File: src/rtl/ser_mem_loader_if.sv
// Memory data-port bundle between the serial loader (master) and system memory (slave).
interface ser_mem_loader_if;
    logic [31:0] mem_addr_o;
    logic [31:0] mem_dout_o;
    logic [3:0]  mem_wren_o;
    logic [31:0] mem_din_i;

    modport master (output mem_addr_o, output mem_dout_o, output mem_wren_o, input mem_din_i);
    modport slave  (input mem_addr_o, input mem_dout_o, input mem_wren_o, output mem_din_i);
endinterface

File: src/rtl/ser_mem_loader.sv
// UART-driven memory loader: 'W'/'R' word commands from a host drive the memory data port,
// replies go back on TX, and the core is held off while a command is in flight.
module ser_mem_loader #(
    parameter int unsigned CLK_DIV     = 434,
    parameter int unsigned TIMEOUT_CYC = 5000000
) (
    input  logic                    clk,
    input  logic                    rst,
    input  logic                    ldr_rxd,
    output logic                    ldr_txd,
    ser_mem_loader_if.master        mem,
    output logic                    hold_o,
    output logic                    busy_o
);
    localparam logic [15:0] BitLast  = 16'(CLK_DIV - 1);
    localparam logic [15:0] HalfLast = 16'(CLK_DIV / 2 - 1);
    localparam logic [31:0] ToLast   = 32'(TIMEOUT_CYC - 1);

    typedef enum logic [1:0] {RxIdle, RxStart, RxData, RxStop} rx_st_e;
    typedef enum logic {TxIdle, TxBusy} tx_st_e;
    typedef enum logic [2:0] {
        StIdle, StGetAddr, StGetData, StMemWr, StMemRd, StMemRdWait, StSend, StSendWait
    } cmd_st_e;

    // ---------------- RX ----------------
    rx_st_e      rx_st_q, rx_st_d;
    logic [2:0]  rx_sync_q;
    logic [15:0] rx_cnt_q, rx_cnt_d;
    logic [2:0]  rx_bit_q, rx_bit_d;
    logic [7:0]  rx_sh_q, rx_sh_d;
    logic        rx_valid_q, rx_valid_d;
    logic        rx_line, rx_fall;

    // [1] is the synchronized line, [2] its previous value for edge detection
    assign rx_line = rx_sync_q[1];
    assign rx_fall = rx_sync_q[2] & ~rx_sync_q[1];

    always_comb begin
        rx_st_d    = rx_st_q;
        rx_cnt_d   = rx_cnt_q + 16'd1;
        rx_bit_d   = rx_bit_q;
        rx_sh_d    = rx_sh_q;
        rx_valid_d = 1'b0;
        unique case (rx_st_q)
            RxIdle: begin
                rx_cnt_d = '0;
                if (rx_fall) rx_st_d = RxStart;
            end
            RxStart: if (rx_cnt_q == HalfLast) begin
                rx_cnt_d = '0;
                rx_bit_d = '0;
                rx_st_d  = rx_line ? RxIdle : RxData;
            end
            RxData: if (rx_cnt_q == BitLast) begin
                rx_cnt_d = '0;
                rx_sh_d  = {rx_line, rx_sh_q[7:1]};
                rx_bit_d = rx_bit_q + 3'd1;
                if (rx_bit_q == 3'd7) rx_st_d = RxStop;
            end
            RxStop: if (rx_cnt_q == BitLast) begin
                rx_valid_d = rx_line;
                rx_st_d    = RxIdle;
            end
            default: rx_st_d = RxIdle;
        endcase
    end

    always_ff @(posedge clk) begin
        if (rst) begin
            rx_sync_q  <= 3'b111;
            rx_st_q    <= RxIdle;
            rx_cnt_q   <= '0;
            rx_bit_q   <= '0;
            rx_sh_q    <= '0;
            rx_valid_q <= 1'b0;
        end else begin
            rx_sync_q  <= {rx_sync_q[1:0], ldr_rxd};
            rx_st_q    <= rx_st_d;
            rx_cnt_q   <= rx_cnt_d;
            rx_bit_q   <= rx_bit_d;
            rx_sh_q    <= rx_sh_d;
            rx_valid_q <= rx_valid_d;
        end
    end

    // ---------------- TX ----------------
    tx_st_e      tx_st_q, tx_st_d;
    logic [15:0] tx_cnt_q, tx_cnt_d;
    logic [3:0]  tx_bit_q, tx_bit_d;
    logic [9:0]  tx_sh_q, tx_sh_d;
    logic        tx_valid, tx_ready, tx_last;
    logic [7:0]  tx_byte;

    // A byte offered in the final stop-bit cycle starts next cycle, so frames abut
    assign tx_last  = (tx_st_q == TxBusy) && (tx_cnt_q == BitLast) && (tx_bit_q == 4'd9);
    assign tx_ready = (tx_st_q == TxIdle) || tx_last;
    assign ldr_txd  = (tx_st_q == TxBusy) ? tx_sh_q[0] : 1'b1;

    always_comb begin
        tx_st_d  = tx_st_q;
        tx_cnt_d = tx_cnt_q;
        tx_bit_d = tx_bit_q;
        tx_sh_d  = tx_sh_q;
        if (tx_st_q == TxBusy) begin
            tx_cnt_d = tx_cnt_q + 16'd1;
            if (tx_cnt_q == BitLast) begin
                tx_cnt_d = '0;
                tx_bit_d = tx_bit_q + 4'd1;
                tx_sh_d  = {1'b1, tx_sh_q[9:1]};
                if (tx_bit_q == 4'd9) tx_st_d = TxIdle;
            end
        end
        if (tx_valid && tx_ready) begin
            tx_st_d  = TxBusy;
            tx_cnt_d = '0;
            tx_bit_d = '0;
            tx_sh_d  = {1'b1, tx_byte, 1'b0};
        end
    end

    always_ff @(posedge clk) begin
        if (rst) begin
            tx_st_q  <= TxIdle;
            tx_cnt_q <= '0;
            tx_bit_q <= '0;
            tx_sh_q  <= '1;
        end else begin
            tx_st_q  <= tx_st_d;
            tx_cnt_q <= tx_cnt_d;
            tx_bit_q <= tx_bit_d;
            tx_sh_q  <= tx_sh_d;
        end
    end

    // ---------------- Command FSM ----------------
    cmd_st_e     st_q, st_d;
    logic        wmode_q, wmode_d;
    logic [1:0]  bcnt_q, bcnt_d;
    logic [23:0] word_q, word_d;
    logic [31:0] addr_q, addr_d;
    logic [31:0] dout_q, dout_d;
    logic [31:0] reply_q, reply_d;
    logic [2:0]  rcnt_q, rcnt_d;
    logic [31:0] to_q, to_d;

    always_comb begin
        st_d     = st_q;
        wmode_d  = wmode_q;
        bcnt_d   = bcnt_q;
        word_d   = word_q;
        addr_d   = addr_q;
        dout_d   = dout_q;
        reply_d  = reply_q;
        rcnt_d   = rcnt_q;
        to_d     = '0;
        tx_valid = 1'b0;
        tx_byte  = reply_q[31:24];
        unique case (st_q)
            StIdle: if (rx_valid_q) begin
                bcnt_d = '0;
                if (rx_sh_q == 8'h57) begin
                    wmode_d = 1'b1;
                    st_d    = StGetAddr;
                end else if (rx_sh_q == 8'h52) begin
                    wmode_d = 1'b0;
                    st_d    = StGetAddr;
                end else begin
                    tx_valid = 1'b1;
                    tx_byte  = 8'h3F;
                end
            end
            StGetAddr, StGetData: begin
                to_d = to_q + 32'd1;
                if (rx_valid_q) begin
                    to_d   = '0;
                    word_d = {word_q[15:0], rx_sh_q};
                    bcnt_d = bcnt_q + 2'd1;
                    if (bcnt_q == 2'd3) begin
                        if (st_q == StGetAddr) begin
                            addr_d = {word_q, rx_sh_q[7:2], 2'b00};
                            st_d   = wmode_q ? StGetData : StMemRd;
                        end else begin
                            dout_d = {word_q, rx_sh_q};
                            st_d   = StMemWr;
                        end
                    end
                end else if (to_q == ToLast) begin
                    st_d = StIdle;
                end
            end
            StMemWr: begin
                reply_d = {8'h4B, 24'h0};
                rcnt_d  = 3'd1;
                st_d    = StSend;
            end
            StMemRd: st_d = StMemRdWait;
            StMemRdWait: begin
                reply_d = mem.mem_din_i;
                rcnt_d  = 3'd4;
                st_d    = StSend;
            end
            StSend: if (tx_ready) begin
                tx_valid = 1'b1;
                reply_d  = {reply_q[23:0], 8'h0};
                rcnt_d   = rcnt_q - 3'd1;
                st_d     = StSendWait;
            end
            StSendWait: if (tx_last) begin
                if (rcnt_q != 3'd0) begin
                    tx_valid = 1'b1;
                    reply_d  = {reply_q[23:0], 8'h0};
                    rcnt_d   = rcnt_q - 3'd1;
                end else begin
                    st_d = StIdle;
                end
            end
            default: st_d = StIdle;
        endcase
    end

    always_ff @(posedge clk) begin
        if (rst) begin
            st_q    <= StIdle;
            wmode_q <= 1'b0;
            bcnt_q  <= '0;
            word_q  <= '0;
            addr_q  <= '0;
            dout_q  <= '0;
            reply_q <= '0;
            rcnt_q  <= '0;
            to_q    <= '0;
        end else begin
            st_q    <= st_d;
            wmode_q <= wmode_d;
            bcnt_q  <= bcnt_d;
            word_q  <= word_d;
            addr_q  <= addr_d;
            dout_q  <= dout_d;
            reply_q <= reply_d;
            rcnt_q  <= rcnt_d;
            to_q    <= to_d;
        end
    end

    assign mem.mem_addr_o = addr_q;
    assign mem.mem_dout_o = dout_q;
    assign mem.mem_wren_o = (st_q == StMemWr) ? 4'hF : 4'h0;
    assign busy_o         = (st_q != StIdle);
    assign hold_o         = (st_q != StIdle);
endmodule
File: src/flat_wrapper.sv
// flat-port wrapper written by rule: the top's interface ports become plain ports
module ser_mem_loader_flat 
#(
    parameter int unsigned CLK_DIV     = 434,
    parameter int unsigned TIMEOUT_CYC = 5000000
)
  (clk, rst, ldr_rxd, ldr_txd, hold_o, busy_o, mem_mem_addr_o, mem_mem_dout_o, mem_mem_wren_o, mem_mem_din_i);
  ser_mem_loader_if mem_i ();
  input  logic clk;
  input  logic rst;
  input  logic ldr_rxd;
  output logic ldr_txd;
  output logic hold_o;
  output logic busy_o;
  output wire logic [$bits(mem_i.mem_addr_o)-1:0] mem_mem_addr_o;
  output wire logic [$bits(mem_i.mem_dout_o)-1:0] mem_mem_dout_o;
  output wire logic [$bits(mem_i.mem_wren_o)-1:0] mem_mem_wren_o;
  input wire logic [$bits(mem_i.mem_din_i)-1:0] mem_mem_din_i;
  assign mem_mem_addr_o = mem_i.mem_addr_o;
  assign mem_mem_dout_o = mem_i.mem_dout_o;
  assign mem_mem_wren_o = mem_i.mem_wren_o;
  assign mem_i.mem_din_i = mem_mem_din_i;
  ser_mem_loader #(.CLK_DIV(CLK_DIV), .TIMEOUT_CYC(TIMEOUT_CYC)) u_core (.clk(clk), .rst(rst), .ldr_rxd(ldr_rxd), .ldr_txd(ldr_txd), .mem(mem_i), .hold_o(hold_o), .busy_o(busy_o));
endmodule
File: config.mk
export PLATFORM = sky130hd
export DESIGN_NAME = ser_mem_loader_flat
export DESIGN_NICKNAME = d
export VERILOG_FILES = /design/src/rtl/ser_mem_loader_if.sv /design/src/rtl/ser_mem_loader.sv /design/src/flat_wrapper.sv
export SDC_FILE = /design/constraint.sdc
export NUM_CORES = 1
export LEC_CHECK = 0
export BUFFER_PORTS_ARGS = -buffer_cell sky130_fd_sc_hd__buf_4
export CAP_MARGIN = 40
export CELL_PAD_IN_SITES_DETAIL_PLACEMENT = 1
export CELL_PAD_IN_SITES_GLOBAL_PLACEMENT = 1
export CORE_AREA = 10 10 165 167
export CTS_CLUSTER_DIAMETER = 120
export DETAILED_ROUTE_END_ITERATION = 8
export DIE_AREA = 0 0 175 177
export PLACE_DENSITY_LB_ADDON = 0.1
export SYNTH_ARGS = -nofsm -noshare
export SYNTH_HDL_FRONTEND = slang
export SYNTH_SLANG_ARGS = --single-unit
File: constraint.sdc
create_clock -name clk -period 2.5 [get_ports clk]
set_input_delay 0.5 -clock clk [delete_from_list [all_inputs] [get_ports clk]]
set_output_delay 0.5 -clock clk [all_outputs]
set_load 0.02 [all_outputs]
==> results.md <==
- Status: completed
- Final setup TNS: 0 ns
- N_diodes: 0
- Area share of the largest cell type after synthesis: 48.2%
- Peak VDD IR: 0.682 mV
- Critical Path Fanout Max: 5
- Final WL: between 20000 and 25000 um
- Maxcap violations: 0
- Top cells by area, synth: dfxtp_1 (48%), nand2_1 (9.0%), a21oi_1 (5.9%)
- Clock tree root buffer cell: clkbuf_16
- CTS tree: done
- Worst Hold Class: in2reg
- Mapped Area: 9210 um^2
- Sequential element share of the synthesized area: roughly half
- Number of port buffers: 103
- Hold Fails Final Rpt: 0
- Die X: 175 um
- CTS buffer count: 25
- Crit. End Element: flip-flop
- Post-Layout Cell Count: about 1.5k
- Initial core utilization: 38.5%
- DPL Wire Length: ~17000 um
- Gate count of the mapped netlist: about 1.1k
- Die ar.: 31000 um^2
- Htree depth: 1
- Die H: about 180 um
- FFs w/ async S/R, synth: 0%
- CP Launch Type: flip-flop
- Post-CTS setup repair buffer count: 0
- Crit path kind: reg2reg
- Tcrit/Tclk final: between 90 and 100%
- Synth cell types: between 60 and 70
- DRC Markers: 0
- Reg clk slew, reported paths: about 0.060 ns
- Max Slew Vio Count: 0
- Cell taking the most area after synthesis: dfxtp_1
- Avg Inst Size Synth: 8.29 um^2
- Main flop type after synthesis: dfxtp_1
- 1st-iter DRT viols: 335
- Clock skew: ~0.0099 ns
- Placed insts: roughly 1.5k
- First-pass DRT Iterations: 4
- Actual slew at the worst max-slew pin: between 0.6 and 0.7 ns
- Routed wire per std cell: around 16 um
- I/O pins: approximately 110
- Core area: around 24000 um^2
- Final Power: around 7.6 mW
- Most common cell after layout, fill and taps aside: nand2_1
- Sink Count: 222
- Clk buf depth: 3
- Largest net degree at the start of global routing: 97
- Synthesized flop and latch total: 222
- DR vias: roughly 7.9k
- Critical path data arrival time: between 2 and 3 ns
- Clk_lat worst skew: a little over 0.5 ns
- Antenna violations before repair: 0
- Leakage: 4.21 nW
- Total GRT Usage: 15.6%
- PD cells: 676 nW/um^2
- Period minus WS final: ~2.4 ns
- Final nets: roughly 1.3k
- Vias/cell: 5.11
- RSZ-0062 raised after global routing: false
- Most frequent cells in the layout: nand2_1 (222), dfxtp_1 (221), nor2_1 (137)
- Remaining antenna violation count: 0
- Filler cell count: a little under 3k
- Pre-CTS setup slack: -0.00847 ns
- Final Wtd Congestion: around 0.78
- Post-synth EDFFs: 0
- Worst EP required: between 2 and 3 ns
- Maximum achievable frequency: ~420 MHz
- Area grow syn2layout: 22.7%
- Final setup violation count: 0
- Post-layout util: 47.2%
- Synth warn: 0
- Slew HR: about 58%
- FP Rows: 57
- GRT Residual Overflow: 0
- Vias in the first global route: 7972
- Global-route wire length before repair: ~41000 um
- Min setup slack post-route: around 0.13 ns
- Layout cell share with drive strength beyond 1: approximately 16%
[worst max-delay path, stage by stage, from the launching register on]
cell and delay, ns:
dfxtp_1 0.34, or4_1 0.53, or4_4 0.51, nor4_4 0.25, o21bai_2 0.09, or3_1 0.36, a211oi_2 0.21
[metrics by stage]
stage / cell area (um^2) / hold WS (ns)
final: 11300 / 0.176
after global routing: 11300 / 0.158
after CTS: 11300 / 0.156
after detailed placement: 10400 / 0.407
after global placement: 10400 / 0.401
after floorplan: 9220 / 0.389
[cells by family after synthesis]
group           count (synthesis)  synth area share [%]
flops                         222                  48.2
compound gates                198                  13.5
fa+ha+maj                      17                  2.31
simple gates                  516                  25.2
mux                            11                  1.21
buf+inv                        89                  4.01
other cells                     1                0.0407
xor+xnor                       57                  5.42
[power breakdown]
| part | total [mW] | switching [mW] | internal [mW] | leakage [nW] |
|---|---|---|---|---|
| registers | 3.59 | 0.0347 | 3.55 | 1.79 |
| clock network | 3.75 | 1.42 | 2.32 | 0.420 |
| logic | 0.307 | 0.187 | 0.120 | 2.00 |
[Yosys cell counts, types with 2 or more instances]
cell type,count
dfxtp_1,222
nand2_1,222
nor2_1,138
a21oi_1,108
clkbuf_1,54
nor3_1,39
xor2_1,34
nand3_1,26
xnor2_1,23
a221oi_1,21
and3_1,20
inv_1,20
ha_1,17
nand4_1,12
o21ai_0,12
mux2i_1,10
a22oi_1,9
a211o_1,8
buf_4,8
nand2b_1,8
nor4b_1,7
or3_1,7
a21o_1,6
a2bb2oi_1,6
nor2b_1,6
nor4_1,5
or2_2,5
or4_1,5
a211oi_1,4
and4_1,4
buf_2,4
o22ai_1,4
a22o_1,2
a311o_1,2
a31o_2,2
buf_1,2
nand4b_1,2
o211ai_1,2
o31ai_1,2
[worst paths after layout]
kind                       start  slack [ns]  cells past startpoint             endpoint
max              u_core.to_q[29]        0.13                      6       u_core.st_q[2]
min                      ldr_rxd        0.18                      2  u_core.rx_sync_q[0]
max reg2reg      u_core.to_q[29]        0.13                      6       u_core.st_q[2]
min reg2reg  u_core.rx_sync_q[0]        0.41                      1  u_core.rx_sync_q[1]
[final cells by class]
| type | count | area, um^2 | share of cell area [%] |
|---|---|---|---|
| flip-flops and latches | 222 | 4450 | 39.3 |
| inverters | 21 | 78.8 | 0.697 |
| well taps | 324 | 405 | 3.58 |
| multi-input cells | 801 | 4460 | 39.5 |
| repair buffers | 135 | 1060 | 9.40 |
| clock inverters | 9 | 126 | 1.12 |
| clock buffers | 36 | 727 | 6.43 |
[timing repair]
action                     CTS  global route
cloned                       0             0
setup endpoints to repair   27            31
gates resized for setup      2             9
pin swaps                    0             1
hold buffers                 0             0
[registers in the layout (all words and copies together), names as in the netlist, 2 cells and up, named ones only]
signal                 flops
u_core.word_q             24
u_core.mem.mem_addr_o     30
u_core.rcnt_q              3
u_core.reply_q            32
u_core.tx_sh_q             9
u_core.rx_sh_q             8
u_core.rx_cnt_q           16
u_core.rx_sync_q           3
u_core.bcnt_q              2
u_core.tx_bit_q            4
u_core.rx_bit_q            3
u_core.mem.mem_dout_o     32
u_core.st_q                3
u_core.tx_cnt_q           16
u_core.to_q               32
[layer usage]
layer	global-route usage, %	routed length [um]
met1	20.0	11500
met2	27.0	12000
met3	2.47	758
met4	3.53	401
met5	0	0
Power figures use the tool's default switching activity.
